`config.mk`:
```
export PLATFORM = sky130hd
export DESIGN_NAME = alu_logic_pipe
export DESIGN_NICKNAME = d
export VERILOG_FILES = /design/src/rtl/alu_pkg.sv /design/src/rtl/alu_logic_popcnt.sv /design/src/rtl/alu_logic_pipe.sv
export SDC_FILE = /design/constraint.sdc
export NUM_CORES = 1
export LEC_CHECK = 0
export BUFFER_PORTS_ARGS = -buffer_cell sky130_fd_sc_hd__buf_2
export CAP_MARGIN = 20
export CELL_PAD_IN_SITES_DETAIL_PLACEMENT = 1
export CELL_PAD_IN_SITES_GLOBAL_PLACEMENT = 1
export CORE_MARGIN = 2
export CORE_UTILIZATION = 47
export DETAILED_ROUTE_END_ITERATION = 6
export GPL_ROUTABILITY_DRIVEN = 1
export GPL_TIMING_DRIVEN = 0
export PLACE_DENSITY = 0.93
export SLEW_MARGIN = 25
export SYNTH_ARGS = -nofsm -noshare
export SYNTH_HDL_FRONTEND = slang
export SYNTH_HIERARCHICAL = 1
export SYNTH_SLANG_ARGS = --single-unit
export TNS_END_PERCENT = 20
```
`constraint.sdc`:
```
create_clock -name clk -period 8.41 [get_ports clk]
set_input_delay 0.4205 -clock clk [delete_from_list [all_inputs] [get_ports clk]]
set_output_delay 0.4205 -clock clk [all_outputs]
set_load 0.05 [all_outputs]
```
`src/rtl/alu_pkg.sv`:
```
// Shared ALU definitions: logic-unit opcodes and the opcode legality check.
package alu_pkg;

  typedef enum logic [3:0] {
    LOP_AND    = 4'd0,
    LOP_OR     = 4'd1,
    LOP_XOR    = 4'd2,
    LOP_NOT    = 4'd3,
    LOP_TEST   = 4'd4,
    LOP_NAND   = 4'd5,
    LOP_NOR    = 4'd6,
    LOP_XNOR   = 4'd7,
    LOP_ANDN   = 4'd8,
    LOP_POPCNT = 4'd9
  } logic_op_e;

  localparam logic [3:0] LOGIC_OP_LAST = 4'd9;

  function automatic logic is_legal_logic_op(input logic [3:0] op);
    return op <= LOGIC_OP_LAST;
  endfunction

endpackage

```
`src/rtl/alu_logic_popcnt.sv`:
```
// Combinational population count of a WIDTH-bit operand.
module alu_logic_popcnt #(
  parameter int unsigned WIDTH = 16
) (
  input  logic [WIDTH-1:0]             a,
  output logic [$clog2(WIDTH+1)-1:0]   cnt
);

  localparam int unsigned CNT_W = $clog2(WIDTH + 1);

  always_comb begin
    cnt = '0;
    for (int unsigned i = 0; i < WIDTH; i++) begin
      cnt = cnt + CNT_W'(a[i]);
    end
  end

endmodule

```
`src/rtl/alu_logic_pipe.sv`:
```
// Two-stage valid/ready logic unit: bitwise ops in S1, popcount and flags in S2.
module alu_logic_pipe
  import alu_pkg::*;
#(
  parameter int unsigned WIDTH = 16
) (
  input  logic             clk,
  input  logic             rst,
  input  logic             in_valid,
  output logic             in_ready,
  input  logic [WIDTH-1:0] in_a,
  input  logic [WIDTH-1:0] in_b,
  input  logic [3:0]       in_op,
  input  logic [3:0]       in_tag,
  output logic             out_valid,
  input  logic             out_ready,
  output logic [WIDTH-1:0] out_result,
  output logic             out_we,
  output logic             out_zero,
  output logic             out_neg,
  output logic             out_par,
  output logic             out_err,
  output logic [3:0]       out_tag
);

  localparam int unsigned CNT_W = $clog2(WIDTH + 1);

  logic             s1_valid_q, s1_valid_d;
  logic [WIDTH-1:0] s1_val_q,   s1_val_d;
  logic [3:0]       s1_op_q,    s1_op_d;
  logic [3:0]       s1_tag_q,   s1_tag_d;

  logic             s2_valid_q,  s2_valid_d;
  logic [WIDTH-1:0] s2_result_q, s2_result_d;
  logic             s2_we_q,     s2_we_d;
  logic             s2_zero_q,   s2_zero_d;
  logic             s2_neg_q,    s2_neg_d;
  logic             s2_par_q,    s2_par_d;
  logic             s2_err_q,    s2_err_d;
  logic [3:0]       s2_tag_q,    s2_tag_d;

  logic             accept;
  logic             s2_adv;
  logic [WIDTH-1:0] op_val;
  logic [WIDTH-1:0] fin_val;
  logic [CNT_W-1:0] pop_cnt;
  logic             is_test;
  logic             legal;

  alu_logic_popcnt #(.WIDTH(WIDTH)) u_popcnt (
    .a   (s1_val_q),
    .cnt (pop_cnt)
  );

  // S1: accept a beat and evaluate the bitwise op; POPCNT carries a through.
  always_comb begin
    in_ready = !s1_valid_q || !s2_valid_q || out_ready;
    accept   = in_valid && in_ready;
    s2_adv   = s1_valid_q && (!s2_valid_q || out_ready);

    op_val = '0;
    case (logic_op_e'(in_op))
      LOP_AND:    op_val = in_a & in_b;
      LOP_OR:     op_val = in_a | in_b;
      LOP_XOR:    op_val = in_a ^ in_b;
      LOP_NOT:    op_val = ~in_a;
      LOP_TEST:   op_val = in_a & in_b;
      LOP_NAND:   op_val = ~(in_a & in_b);
      LOP_NOR:    op_val = ~(in_a | in_b);
      LOP_XNOR:   op_val = ~(in_a ^ in_b);
      LOP_ANDN:   op_val = in_a & ~in_b;
      LOP_POPCNT: op_val = in_a;
      default:    op_val = '0;
    endcase

    s1_valid_d = s1_valid_q;
    s1_val_d   = s1_val_q;
    s1_op_d    = s1_op_q;
    s1_tag_d   = s1_tag_q;
    if (accept) begin
      s1_valid_d = 1'b1;
      s1_val_d   = op_val;
      s1_op_d    = in_op;
      s1_tag_d   = in_tag;
    end else if (s2_adv) begin
      s1_valid_d = 1'b0;
    end
  end

  // S2: finish the value; TEST keeps a&b for flags but writes no result.
  always_comb begin
    is_test = (s1_op_q == LOP_TEST);
    legal   = is_legal_logic_op(s1_op_q);
    fin_val = (s1_op_q == LOP_POPCNT) ? WIDTH'(pop_cnt) : s1_val_q;

    s2_valid_d  = s2_valid_q;
    s2_result_d = s2_result_q;
    s2_we_d     = s2_we_q;
    s2_zero_d   = s2_zero_q;
    s2_neg_d    = s2_neg_q;
    s2_par_d    = s2_par_q;
    s2_err_d    = s2_err_q;
    s2_tag_d    = s2_tag_q;
    if (s2_adv) begin
      s2_valid_d  = 1'b1;
      s2_result_d = is_test ? '0 : fin_val;
      s2_we_d     = legal && !is_test;
      s2_zero_d   = (fin_val == '0);
      s2_neg_d    = fin_val[WIDTH-1];
      s2_par_d    = ^fin_val;
      s2_err_d    = !legal;
      s2_tag_d    = s1_tag_q;
    end else if (out_ready) begin
      s2_valid_d = 1'b0;
    end
  end

  always_ff @(posedge clk) begin
    if (rst) begin
      s1_valid_q  <= 1'b0;
      s1_val_q    <= '0;
      s1_op_q     <= '0;
      s1_tag_q    <= '0;
      s2_valid_q  <= 1'b0;
      s2_result_q <= '0;
      s2_we_q     <= 1'b0;
      s2_zero_q   <= 1'b0;
      s2_neg_q    <= 1'b0;
      s2_par_q    <= 1'b0;
      s2_err_q    <= 1'b0;
      s2_tag_q    <= '0;
    end else begin
      s1_valid_q  <= s1_valid_d;
      s1_val_q    <= s1_val_d;
      s1_op_q     <= s1_op_d;
      s1_tag_q    <= s1_tag_d;
      s2_valid_q  <= s2_valid_d;
      s2_result_q <= s2_result_d;
      s2_we_q     <= s2_we_d;
      s2_zero_q   <= s2_zero_d;
      s2_neg_q    <= s2_neg_d;
      s2_par_q    <= s2_par_d;
      s2_err_q    <= s2_err_d;
      s2_tag_q    <= s2_tag_d;
    end
  end

  assign out_valid  = s2_valid_q;
  assign out_result = s2_result_q;
  assign out_we     = s2_we_q;
  assign out_zero   = s2_zero_q;
  assign out_neg    = s2_neg_q;
  assign out_par    = s2_par_q;
  assign out_err    = s2_err_q;
  assign out_tag    = s2_tag_q;

endmodule

```
==> summary.txt <==
Timing
  • Fmax: 0.2097 GHz
  • Setup-failing EPs final: 0
  • Period utilisation layout: 0.5670
  • RSZ-0062 raised after global routing: false
  • Worst slew pin tran: 925.5 ps
  • Min cycle time layout: 4769 ps
  • Final slew viol count: 0
  • Setup Total Neg Slack: 0 ps
  • Final Hold Vio Count: 0
  • Max-slew headroom: 0.3814
  • Clk_skew: 18.41 ps

Synthesis
  • Syn Inst Count: 559
  • FFs w/ async S/R, synth: 0
  • Yosys cell types: 56
  • Ys Warns: 6
  • Syn_nets: 674
  • Yosys reg bits: 51
  • Synth top area cells: dfxtp_1 22%, ha_1 17%, mux2i_1 6.3%
  • Post-synth top flop: dfxtp_1
  • Syn avg cell area: 8.255 µm²
  • Top-area cell type share of the netlist area: 0.2213
  • Sequential share of the synthesized area: 0.2213
  • Number of synthesized flops with an enable pin: 0
  • Synthesized cell area: 4614 µm²
  • Most frequent cells after synthesis: 66 x nand2_1, 61 x ha_1, 61 x inv_1
  • Synth area leader: dfxtp_1
  • Most frequent cell after synthesis: nand2_1

Placed design
  • Area after DPL: 5131 µm²
  • PortBufs: 70
  • Global placement routability congestion: 0.8519
  • Hpwl dp: 10740 µm

Power
  • Worst vdd ir: 0.08356 mV
  • Pint: 0.3952 mW
  • Leakage Power: 2.369 nW
  • Switching share of power: 0.3588
  • Power per Cell Area: 117.9 nW/µm²
  • Combinational share of power: 0.333
  • Seq pwr share: 0.421
  • Sw power: 0.2211 mW
  • Clock power frac: 0.246

Global route
  • Global Route Usage Sum: 0.2651
  • Grt total ovfl: 0
  • Global-route wire length before repair: 22020 µm
  • Vias in the first global route: 4529
  • Largest net degree at the start of global routing: 19
  • Antenna violations before repair: 0

Setup path
  • Worst path slowest cell: fa_1
  • Worst Path Required: 8660 ps
  • Top delay family on crit path: adder cells
  • Critical Path AT: 5020 ps
  • CP Buf/Inv Count: 3
  • WP depth: 17
  • WS Path Type: flip-flop to flip-flop
  • Critical Path Most Common Cell: fa_1
  • Critical Path Max Stage Delay: 580 ps
  • Critical path launch point type: flip-flop
  • R2R cell count: 17
  • Critical Path End Type: flip-flop
  • Worst reg2reg endpoint: out_par$_SDFFE_PP0P_
  • R2r setup slk: 3640 ps
  • CP Max Fanout: 4
  • Crit path from: s1_val_q[5]$_SDFFE_PP0P_
  • CP cell instances: inv_1 -> fa_1 -> fa_1 -> fa_1 -> fa_1 -> inv_1 -> ha_1 -> inv_1 -> fa_1 -> nor2b_1 -> o21a_1 -> mux2i_1 -> ha_1 -> xnor2_1 -> xnor2_1 -> xnor2_1 -> a211oi_1
  • Setup crit end: out_par$_SDFFE_PP0P_
  • Reg2reg start: s1_val_q[5]$_SDFFE_PP0P_

Cells and area
  • Area grow syn2layout: 13.23%
  • Final instance area: 5225 µm²
  • Nets: 751
  • Antenna diodes: 0
  • Layout cell share with drive strength beyond 1: 0.1884

Die
  • Top Ports: 71
  • # rows: 36
  • Die ar.: 10630 µm²
  • Initial Utilization: 0.4787
  • Die Y: 103.1 µm
  • Die width: 103.1 µm
  • Core Box Area: 9639 µm²

Clocking
  • CTS Buf Count: 5
  • Clock sinks: 51
  • Htree depth: 2
  • Root Buffer Master: clkbuf_8
  • Clock transition at the registers of the reported paths: 110 ps
  • Skew-Pair Late Insertion Delay: 320 ps
  • CTS Hold Bufs: 0
  • Post-CTS Setup Repair Bufs: 0
  • Max clock buf depth: 2
  • Post-CTS resize count: 0
  • TritonCTS clock tree: yes

Hold path
  • Min-Delay Path Class: input pin to flip-flop

Detailed routing
  • DR WL/cell: 17.97 µm
  • DRC viols: 0
  • Final WL: 13840 µm
  • TritonRoute pass-1 iters: 5
  • ANT nets after route: 0
  • Number of vias in the routed layout: 4362
  • Via/cell ratio: 5.665
  • DRT iter0 DRCs: 132

Outcome
  • Status: complete, no violations

Flow run
  • Max-cap violation count: 0
[registers in the layout, indices dropped and copies added (netlist names)]
| signal | cells |
|---|---|
| s1_tag_q | 4 |
| s1_val_q | 16 |
| out_valid | 1 |
| out_neg | 1 |
| s1_op_q | 4 |
| s1_valid_q | 1 |
| out_result | 16 |
| out_tag | 4 |
| out_we | 1 |
| out_zero | 1 |
| out_par | 1 |
| out_err | 1 |
[layout by cell type, fill, tap and decap left out, drive strengths merged, types with 17 or more instances in the layout]
cell type,count
buf,94
nand2,66
inv,64
ha,61
dfxtp,51
a21oi,39
mux2i,29
nor2,25
nand3,23
mux2,18
clkbuf,17
[how the worst min path moves through the flow]
| stage | startpoint | to | slack [ps] | cells past startpoint |
|---|---|---|---|---|
| after floorplan | s1_tag_q[0]$_SDFFE_PP0P_ | out_tag[0]$_SDFFE_PP0P_ | 430 | 2 |
| after global placement | out_result[11]$_SDFFE_PP0P_ | out_result[11]$_SDFFE_PP0P_ | 440 | 2 |
| after detailed placement | out_result[8]$_SDFFE_PP0P_ | out_result[8]$_SDFFE_PP0P_ | 440 | 2 |
| after CTS | in_tag[3] | s1_tag_q[3]$_SDFFE_PP0P_ | 340 | 3 |
| after global routing | in_tag[2] | s1_tag_q[2]$_SDFFE_PP0P_ | 350 | 3 |
| final | in_tag[2] | s1_tag_q[2]$_SDFFE_PP0P_ | 340 | 3 |
[through the flow]
step	utilization	hold WS, ps	cells	setup slack, ps	power, mW
after floorplan	-	432.2	559	4156	0.4018
after global placement	0.5323	437.3	762	3886	0.4523
after detailed placement	0.5323	443.6	762	3717	0.4675
after CTS	0.5421	339.5	770	3622	0.6140
after global routing	0.5421	354.9	770	3469	0.6488
final	0.5421	337.0	770	3641	0.6163
[per-layer routing]
| layer | vias to the layer above | part of all wire | global-route usage |
|---|---|---|---|
| met5 | - | 0 | 0 |
| met4 | 0 | 0.021 | 0.07389 |
| met3 | 28 | 0.040 | 0.03119 |
| met2 | 140 | 0.53 | 0.5175 |
| met1 | 2125 | 0.41 | 0.2998 |
| li1 | 2069 | - | - |
[tightest hold or removal path, cell delays in order]
cell     delay, ps
buf_2           90
nand3_1         60
a21oi_1         50
[power by group through the flow]
stage	Clock (mW)	Combinational (mW)	Sequential, mW
4_1_cts	0.150	0.205	0.259
3_5_place_dp	0	0.203	0.265
5_1_grt	0.162	0.226	0.261
2_1_floorplan	0	0.129	0.273
3_3_place_gp	0	0.189	0.264
6_report	0.151	0.205	0.260
[logic make-up (layout without fill, tap and decap cells)]
| group | after synthesis | after routing | share of synthesized area |
|---|---|---|---|
| adders and majority gates | 71 | 71 | 0.2088 |
| xor gates and xnor gates | 9 | 9 | 0.01708 |
| and+or+nand+nor | 178 | 178 | 0.1982 |
| buffers and inverters | 98 | 176 | 0.09490 |
| muxes | 47 | 47 | 0.1068 |
| AOI/OAI and AO/OA | 105 | 105 | 0.1529 |
| DFF | 51 | 51 | 0.2213 |
[area by class of cell]
cell class	instances	area [µm²]
plain buffers	36	205.2
clock buffers	5	68.82
clock inverters	3	25.02
fillers	1214	4414
inverters	62	232.7
multi-input cells	410	3156
flip-flops and latches	51	1021
well taps	133	166.4
repair buffers	70	350.3
Power figures use the tool's default switching activity.
